`src/rtl/cpu_clk_ctrl.sv`:
```
// cpu_clk_ctrl
//   Generates the board CPU clock from the free-running clkdiv counter.
//   Run mode: Clk_CPU follows a switch-selected clkdiv bit, one clk late.
//   Step mode: each debounced button press yields exactly one CPU clock
//   period (STEP_W clk high, at least STEP_W clk low).
//
// Ports
//   clk       board clock, sole clock domain (rising edge)
//   rst       asynchronous, active-high reset
//   clkdiv    free-running divider count, synchronous to clk
//   SW2       run-mode speed select (1 = slow bit)
//   SW_run    1 = free-run, 0 = single-step
//   BTN_step  raw, bouncy step button
//   Clk_CPU   registered CPU clock
//   cpu_tick  one-clk pulse in the first cycle Clk_CPU is high
//   step_cnt  count of Clk_CPU rising edges, wraps at 16 bits
module cpu_clk_ctrl #(
  parameter int unsigned FAST_BIT = 1,
  parameter int unsigned SLOW_BIT = 24,
  parameter int unsigned DB_BIT   = 16,
  parameter int unsigned DB_CNT   = 4,
  parameter int unsigned STEP_W   = 4
) (
  input  logic        clk,
  input  logic        rst,
  input  logic [31:0] clkdiv,
  input  logic        SW2,
  input  logic        SW_run,
  input  logic        BTN_step,
  output logic        Clk_CPU,
  output logic        cpu_tick,
  output logic [15:0] step_cnt
);

  localparam int unsigned CW = $clog2(DB_CNT + 1);
  localparam int unsigned WW = (STEP_W > 1) ? $clog2(STEP_W) : 1;
  localparam logic [WW-1:0] W_LOAD = WW'(STEP_W - 1);
  localparam logic [CW-1:0] DB_LIMIT = CW'(DB_CNT);

  typedef enum logic [1:0] {
    RUN    = 2'd0,
    S_IDLE = 2'd1,
    S_HI   = 2'd2,
    S_LO   = 2'd3
  } state_t;

  state_t          state;
  state_t          state_n;
  logic [WW-1:0]   wcnt;
  logic [WW-1:0]   wcnt_n;
  logic            clk_n;
  logic            rise_n;

  logic [1:0]      sw2_sync;
  logic [1:0]      run_sync;
  logic [1:0]      btn_sync;
  logic            sw2_s;
  logic            run_s;
  logic            btn_s;

  logic            sel_q;
  logic            selbit;

  logic            db_q;
  logic            db_tick;
  logic [CW-1:0]   db_cnt;
  logic [CW-1:0]   db_inc;
  logic            btn_db;
  logic            btn_db_q;
  logic            step_req;

  // Only a few clkdiv bits are used; fold the rest into a sink.
  logic            clkdiv_unused;
  assign clkdiv_unused = ^clkdiv;

  // Two-flop synchronizers for the asynchronous board inputs
  always_ff @(posedge clk or posedge rst) begin
    if (rst) begin
      sw2_sync <= '0;
      run_sync <= '0;
      btn_sync <= '0;
    end else begin
      sw2_sync <= {sw2_sync[0], SW2};
      run_sync <= {run_sync[0], SW_run};
      btn_sync <= {btn_sync[0], BTN_step};
    end
  end

  assign sw2_s = sw2_sync[1];
  assign run_s = run_sync[1];
  assign btn_s = btn_sync[1];

  // Speed select is only allowed to change when the CPU clock and both
  // candidate bits are low, so the mux output cannot glitch high.
  always_ff @(posedge clk or posedge rst) begin
    if (rst) begin
      sel_q <= 1'b0;
    end else if (!Clk_CPU && !clkdiv[FAST_BIT] && !clkdiv[SLOW_BIT]) begin
      sel_q <= sw2_s;
    end
  end

  assign selbit = sel_q ? clkdiv[SLOW_BIT] : clkdiv[FAST_BIT];

  // Debouncer: sample on each rising edge of clkdiv[DB_BIT]; the level
  // flips after DB_CNT consecutive samples disagreeing with it.
  assign db_tick = clkdiv[DB_BIT] & ~db_q;
  assign db_inc  = db_cnt + 1'b1;

  always_ff @(posedge clk or posedge rst) begin
    if (rst) begin
      db_q     <= 1'b0;
      db_cnt   <= '0;
      btn_db   <= 1'b0;
      btn_db_q <= 1'b0;
    end else begin
      db_q     <= clkdiv[DB_BIT];
      btn_db_q <= btn_db;
      if (db_tick) begin
        if (btn_s != btn_db) begin
          if (db_inc == DB_LIMIT) begin
            btn_db <= ~btn_db;
            db_cnt <= '0;
          end else begin
            db_cnt <= db_inc;
          end
        end else begin
          db_cnt <= '0;
        end
      end
    end
  end

  assign step_req = btn_db & ~btn_db_q;

  // FSM state register plus the registered outputs
  always_ff @(posedge clk or posedge rst) begin
    if (rst) begin
      state    <= S_IDLE;
      wcnt     <= '0;
      Clk_CPU  <= 1'b0;
      cpu_tick <= 1'b0;
      step_cnt <= '0;
    end else begin
      state    <= state_n;
      wcnt     <= wcnt_n;
      Clk_CPU  <= clk_n;
      cpu_tick <= rise_n;
      step_cnt <= step_cnt + 16'(rise_n);
    end
  end

  // Next-state logic; step requests outside S_IDLE are simply ignored
  always_comb begin
    state_n = state;
    wcnt_n  = wcnt;
    unique case (state)
      RUN: begin
        if (!run_s && !selbit) state_n = S_IDLE;
      end
      S_IDLE: begin
        if (run_s && !selbit) begin
          state_n = RUN;
        end else if (step_req) begin
          state_n = S_HI;
          wcnt_n  = W_LOAD;
        end
      end
      S_HI: begin
        if (wcnt == '0) begin
          state_n = S_LO;
          wcnt_n  = W_LOAD;
        end else begin
          wcnt_n = wcnt - 1'b1;
        end
      end
      S_LO: begin
        if (wcnt == '0) state_n = S_IDLE;
        else            wcnt_n  = wcnt - 1'b1;
      end
      default: state_n = S_IDLE;
    endcase
  end

  // Output logic is driven from the next state so that a step request
  // raises Clk_CPU on the very next edge rather than one cycle later.
  always_comb begin
    clk_n = 1'b0;
    unique case (state_n)
      RUN:     clk_n = selbit;
      S_HI:    clk_n = 1'b1;
      default: clk_n = 1'b0;
    endcase
    rise_n = clk_n & ~Clk_CPU;
  end

endmodule

```
`config.mk`:
```
export PLATFORM = sky130hd
export DESIGN_NAME = cpu_clk_ctrl
export DESIGN_NICKNAME = d
export VERILOG_FILES = /design/src/rtl/cpu_clk_ctrl.sv
export SDC_FILE = /design/constraint.sdc
export NUM_CORES = 1
export LEC_CHECK = 0
export CAP_MARGIN = 10
export CORE_ASPECT_RATIO = 2
export CORE_UTILIZATION = 44
export CTS_CLUSTER_SIZE = 16
export DETAILED_ROUTE_END_ITERATION = 7
export PLACE_DENSITY = 0.79
export SLEW_MARGIN = 20
export SYNTH_ARGS = -nofsm -noshare
export SYNTH_HDL_FRONTEND = slang
export SYNTH_SLANG_ARGS = --single-unit
```
`constraint.sdc`:
```
create_clock -name clk -period 2.9 [get_ports clk]
set_input_delay 0.29 -clock clk [delete_from_list [all_inputs] [get_ports clk]]
set_output_delay 0.29 -clock clk [all_outputs]
set_load 0.03 [all_outputs]
```
==> summary.txt, run 1 <==
Run status
  • Outcome: finished with violations
  • Violated checks: DRC

Placement
  • Dpl cells: 178
  • # port buffers: 25
  • Placer Congestion: 0.763
  • Hpwl dp: 1880 µm

Synthesis
  • Register area share after synthesis: 0.584
  • Yosys warnings: 0
  • Mapped cell area: 1500 µm²
  • Syn Area/Cell: 12.4 µm²
  • Number of synthesized flops with an enable pin: 0
  • Syn nets: 163
  • Synth Flop Type: dfrtp_1
  • Post-synth ARST share: 1.00
  • Yosys cell types: 37
  • Cell count after synthesis: 121
  • Seq cells post-synth: 35

Critical path
  • Worst Path Required: 3.07 ns
  • R2r setup slk: 0.52 ns
  • Critical path class: register to register
  • Startpoint types: register
  • Worst setup EP type: register
  • Reg2Reg Depth: 10
  • RR Endpoint: step_cnt[12]$_DFF_PP0_
  • CP Max Fanout: 5
  • Reg-to-reg startpoint: wcnt[0]$_DFFE_PP0P_
  • WP data arrival: 2.55 ns

Timing
  • Final Max Tran Viols: 0
  • Actual slew at the worst max-slew pin: 0.423 ns
  • Hold Vio Cnt, Final: 0
  • Max-slew headroom: 0.718
  • Crit share post-route: 0.822
  • Maximum clock frequency: 420 MHz
  • Worst clock skew: 0.00722 ns
  • Final setup viols: 0
  • Unrepaired setup endpoints after global routing: false
  • Minimum clock period: 2.38 ns
  • Fin Setup TNS: 0 ns

Global routing
  • Grt ovf: 0
  • Tot GR Track Use: 0.165
  • Number of global-route vias before repair: 1059
  • Met2 Resource Use GR: 0.277
  • First-pass GRT wire length: 4550 µm
  • GR Layer Usage met1: 0.183
  • Largest net degree at the start of global routing: 36
  • Met3 Use GR: 0.0452
  • Busiest grt layer: met2
  • Initial antenna violation count: 0

Clock tree
  • Max Root-Sink Buffers: 2
  • CTS Buf Count: 5
  • Post-cts hold buffer count: 0
  • Clock slew at reported path FFs: 0.07 ns
  • Post-CTS Setup Bufs: 0
  • Post-CTS sizing: 0
  • CTS Root Cell: clkbuf_8
  • Clock tree sinks: 35
  • Clock Latency Late Sink: 0.29 ns
  • CTS tree: built
  • Htree depth: 2

Route
  • Post-DRT Antenna Nets: 0
  • WL/cell: 13.8 µm
  • Vias post-DR: 986
  • DR pass1 iterations: 6
  • Initial drt markers: 10
  • DR vias/cell: 5.30
  • DR DRC count: 2
  • Routed WL: 2570 µm

Power and ir drop
  • Pleak: 0.000832 µW
  • Comb power frac: 0.292
  • VDD IR-drop max: 0.485 mV
  • Reg power frac: 0.474
  • Clk pwr share: 0.234
  • PwrDens: 761 nW/µm²
  • Internal: 946 µW
  • Sw Ratio: 0.339
  • Psw: 485 µW

Final layout
  • Fillers: 260
  • NumNets Final: 196
  • Sequential Area: 877 µm²
  • Most common cell after layout, fill and taps aside: dfrtp_1
  • Area Overhead vs Synth: 25.1%
  • Layout Cells excl Fill: 186
  • Diodes inserted: 0
  • Most frequent cells in the layout: dfrtp_1, clkdlybuf4s50_1, xnor2_1
  • Layout cells sized above 1: 0.129
  • Multi-input gate area: 596 µm²

Run
  • MaxCap Viol Count: 0

Worst hold path
  • Min-Delay Path Class: register to register
  • Hold Path End: sw2_sync[1]$_DFF_PP0_
  • Hold wc startpoint: sw2_sync[0]$_DFF_PP0_
  • Hold Crit Depth: 0

Die
  • Die width: 43.3 µm
  • Top-Level Pins: 55
  • Initial Util: 0.465
  • Die H: 84.6 µm
  • # rows: 29
  • Core area: 3230 µm²
  • DIE AREA: 3670 µm²
critical path, stage by stage (launching register included):
cell and delay, ns:
dfrtp_1 0.38, inv_1 0.06, ha_1 0.23, o21ai_0 0.25, o311a_4 0.24, nor2b_4 0.13, ha_1 0.25, ha_1 0.26
and2_1 0.21, nand3_1 0.11, xnor2_1 0.14
cell usage after synthesis (2+ instances only):
master,instances,area [µm²]
dfrtp_1,34,851
nand2_1,10,37.5
o21ai_0,2,10.0
nor3_2,3,30.0
nand3_1,8,40.0
a21oi_1,2,10.0
xnor2_1,11,96.3
inv_1,8,30.0
ha_1,5,62.6
xor2_1,5,43.8
o21ai_1,2,10.0
nor3_1,3,15.0
nor2_1,2,7.51
and2_1,3,18.8
per-layer routing:
layer | vias up | wire, µm
met5 | - | 0
met4 | 0 | 65
met3 | 7 | 95
met2 | 22 | 1350
met1 | 481 | 1060
li1 | 476 | -
worst max-delay path by stage:
stage	startpoint	to	slack (ns)
final	wcnt[0]$_DFFE_PP0P_	step_cnt[12]$_DFF_PP0_	0.52
after global routing	wcnt[0]$_DFFE_PP0P_	step_cnt[12]$_DFF_PP0_	0.33
after CTS	wcnt[0]$_DFFE_PP0P_	step_cnt[12]$_DFF_PP0_	0.49
after detailed placement	clkdiv[1]	step_cnt[12]$_DFF_PP0_	0.35
after global placement	clkdiv[1]	step_cnt[12]$_DFF_PP0_	0.41
after floorplan	wcnt[0]$_DFFE_PP0P_	step_cnt[8]$_DFF_PP0_	0.77
sequential cells by signal, indices dropped and copies added (netlist names), 2 cells and up:
register	count
db_cnt	3
btn_sync	2
run_sync	2
state	2
step_cnt	16
sw2_sync	2
wcnt	2
kinds of logic after synthesis:
group                    share of synthesized area
AND/OR/NAND/NOR                              0.161
flip-flops                                   0.584
XOR/XNOR                                    0.0933
AO/OA/AOI/OAI                               0.0691
buffers and inverters                       0.0200
adder cells (fa/ha/maj)                     0.0416
multiplexers                                0.0316
layout make-up:
class,count,area share
inverters,8,0.0160
multi-input cells,78,0.317
repair buffers,26,0.137
flip-flops and latches,35,0.466
clock inverters,1,0.00266
well taps,31,0.0206
clock buffers,7,0.0406
through the flow:
stage / worst slack (ns) / area [µm²] / hold slack [ns] / power, µW / utilization
after floorplan: 0.767 / 1500 / 0.321 / 936 / -
after global placement: 0.408 / 1800 / 0.336 / 1070 / 0.557
after detailed placement: 0.351 / 1800 / 0.337 / 1110 / 0.557
after CTS: 0.493 / 1880 / 0.352 / 1450 / 0.582
after global routing: 0.328 / 1880 / 0.361 / 1510 / 0.582
final: 0.517 / 1880 / 0.347 / 1430 / 0.582
power by group through the flow:
stage / Combinational (µW) / Sequential [µW] / Clock (µW)
final: 419 / 678 / 334
after detailed placement: 421 / 686 / 0
after global placement: 395 / 678 / 0
after floorplan: 175 / 761 / 0
after CTS: 424 / 678 / 347
after global routing: 452 / 688 / 370
Note: power is estimated with default switching activity, not from simulation.
==> run 2: changes to the inputs <==
==> constraint.sdc (replaced) <==
create_clock -name clk -period 2.27 [get_ports clk]
set_input_delay 0.227 -clock clk [delete_from_list [all_inputs] [get_ports clk]]
set_output_delay 0.227 -clock clk [all_outputs]
set_load 0.03 [all_outputs]
==> run 2 against run 1 <==
Against the previous run:
- the flow still finishes with violations (DRC)
- utilization is 3.2 points higher
- critical endpoint is now step_cnt[14]$_DFF_PP0_
- critical path type unchanged
- non-clock buffer count rose by 4
- largest cell class unchanged
- routed wire length grew 9.8%
- die area did not move
==> summary.txt, run 2 (synthesis gave the netlist of run 1 again) <==
Run status
  • Outcome: finished with violations
  • Violated checks: DRC

Critical path
  • Critical Path End: step_cnt[14]$_DFF_PP0_
  • Worst setup EP type: register
  • Levels on crit path: 10 (unchanged)
  • Worst Path Required: 2.48 ns (-0.59 ns)
  • CP startpoint: wcnt[0]$_DFFE_PP0P_
  • Reg-to-reg startpoint: wcnt[0]$_DFFE_PP0P_
  • Reg2Reg Depth: 10 (unchanged)
  • Largest stage delay, worst path: 0.40 ns (+0.02 ns)
  • WP data arrival: 2.38 ns (-0.17 ns)
  • R2r setup slk: 0.1 ns (-0.42 ns)
  • Largest delay share family, worst path: adder cells
  • Cell mode on critical path: ha_1
  • Buf/Inv on CP: 1 (unchanged)
  • RR Endpoint: step_cnt[14]$_DFF_PP0_
  • Crit-path cells: inv_1 -> ha_1 -> a21oi_4 -> o311a_4 -> nor2b_4 -> ha_1 -> ha_1 -> and2_4 -> nand3_1 -> xnor2_1
  • CP Max Fanout: 5 (unchanged)
  • Critical path class: register to register
  • Startpoint types: register
  • Crit-path slowest cell: dfrtp_1

Power and ir drop
  • VDD IR-drop max: 0.774 mV (+60%)
  • Pleak: 0.000877 µW (+5.4%)
  • PwrDens: 1050 nW/µm² (+38%)

Clock tree
  • Post-CTS Setup Bufs: 0 (unchanged)
  • CTS tree: built
  • CTS Buf Count: 5 (unchanged)
  • Htree depth: 2 (unchanged)
  • Clock slew at reported path FFs: 0.07 ns (about the same)
  • Max Root-Sink Buffers: 2 (unchanged)
  • Clock Latency Late Sink: 0.28 ns (about the same)
  • Clock tree sinks: 35 (unchanged)
  • CTS Root Cell: clkbuf_8

Die
  • Die width: 43.3 µm (unchanged)
  • # rows: 29 (unchanged)
  • Initial Util: 0.465 (unchanged)
  • Top-Level Pins: 55 (unchanged)
  • Die H: 84.6 µm (unchanged)
  • DIE AREA: 3670 µm² (unchanged)
  • Core area: 3230 µm² (unchanged)

Final layout
  • Biggest registers after layout: step_cnt (16), db_cnt (3)
  • Layout Cells excl Fill: 190 (+2.2%)
  • Diodes inserted: 0 (unchanged)
  • Area Overhead vs Synth: 32.0%
  • Most frequent cells in the layout: dfrtp_1, clkdlybuf4s50_1, xnor2_1
  • Final Util: 0.614 (+0.0318)
  • Most common cell after layout, fill and taps aside: dfrtp_1
  • Max reg flops: 16 (unchanged)
  • Most flops, register: step_cnt
  • NumNets Final: 200 (+2.0%)
  • Layout cells sized above 1: 0.182 (+0.0534)

Route
  • Initial drt markers: 15 (+5)
  • DR pass1 iterations: 6 (unchanged)
  • DR vias/cell: 5.36 (+1.2%)
  • Vias post-DR: 1019 (+3.3%)
  • WL/cell: 14.9 µm (+7.4%)
  • Routed WL: 2830 µm (+9.8%)
  • DR DRC count: 2 (unchanged)
  • Post-DRT Antenna Nets: 0 (unchanged)

Timing
  • Maximum clock frequency: 461 MHz (+9.7%)
  • Hold Vio Cnt, Final: 0 (unchanged)
  • Max-slew headroom: 0.720 (+0.00198)
  • Worst clock skew: 0.00524 ns (-0.00199 ns)
  • Final setup viols: 0 (unchanged)
  • Fin Setup TNS: 0 ns (unchanged)
  • Actual slew at the worst max-slew pin: 0.420 ns (-0.00297 ns)
  • Final Max Tran Viols: 0 (unchanged)
  • Hold slack final: 0.346 ns (-0.00120 ns)
  • Setup slack after layout: 0.0987 ns (-0.419 ns)
  • Crit share post-route: 0.957 (+0.135)
  • Minimum clock period: 2.17 ns (-0.211 ns)

Global routing
  • Tot GR Track Use: 0.175 (+0.0106)
  • Initial antenna violation count: 0 (unchanged)
  • Grt ovf: 0 (unchanged)
  • First-pass GRT wire length: 4690 µm (+3.0%)
  • Largest net degree at the start of global routing: 36 (unchanged)
  • Number of global-route vias before repair: 1060 (+0.094%)

Placement
  • Hpwl dp: 2140 µm (+14%)
  • Setup WS pre-CTS: -0.150 ns (-0.501 ns)
  • # port buffers: 25 (unchanged)
  • Dpl cells: 182 (+2.2%)
  • Placer Congestion: 0.725 (-5.0%)

Run
  • MaxCap Viol Count: 0 (unchanged)

Worst hold path
  • Min-Delay Path Class: primary input to asynchronous set/reset pin
run 2: cell type report:
type	instances	area, µm²
fillers	273	1250
flip-flops and latches	35	877
multi-input cells	78	613
repair buffers	30	288
clock buffers	5	68.8
clock inverters	3	67.6
well taps	31	38.8
inverters	8	30.0
run 2: power by group:
part | internal [µW] | switching (µW)
clock | 438 | 221
sequential | 744 | 127
combinational | 261 | 292
run 2: per-layer routing:
| metal | track usage | vias to the layer above | part of all wire |
|---|---|---|---|
| li1 | - | 486 | - |
| met1 | 0.179 | 508 | 0.36 |
| met2 | 0.306 | 21 | 0.59 |
| met3 | 0.0452 | 4 | 0.027 |
| met4 | 0.102 | 0 | 0.017 |
| met5 | 0 | - | 0 |
run 2: repair_timing:
action	in CTS	in global routing
resized for setup	1	4
setup endpoints to repair	1	4
hold buffers	0	0
run 2: how the worst min path moves through the flow:
stage	to	cells past startpoint
final	step_cnt[0]$_DFF_PP0_	3
after global placement	sw2_sync[1]$_DFF_PP0_	0
after floorplan	btn_sync[0]$_DFF_PP0_	0
after detailed placement	run_sync[1]$_DFF_PP0_	0
after global routing	run_sync[1]$_DFF_PP0_	0
after CTS	step_cnt[0]$_DFF_PP0_	3
run 2: tightest hold or removal path, delay by kind of cell:
kind	cells	cell delay, ns
buffers and inverters	3	0.83
run 2: metrics by stage:
step	power (µW)	area, µm²
finish	2080	1980
global route	2190	1980
CTS	2090	1970
detailed placement	1420	1830
global placement	1380	1830
floorplan	1200	1500
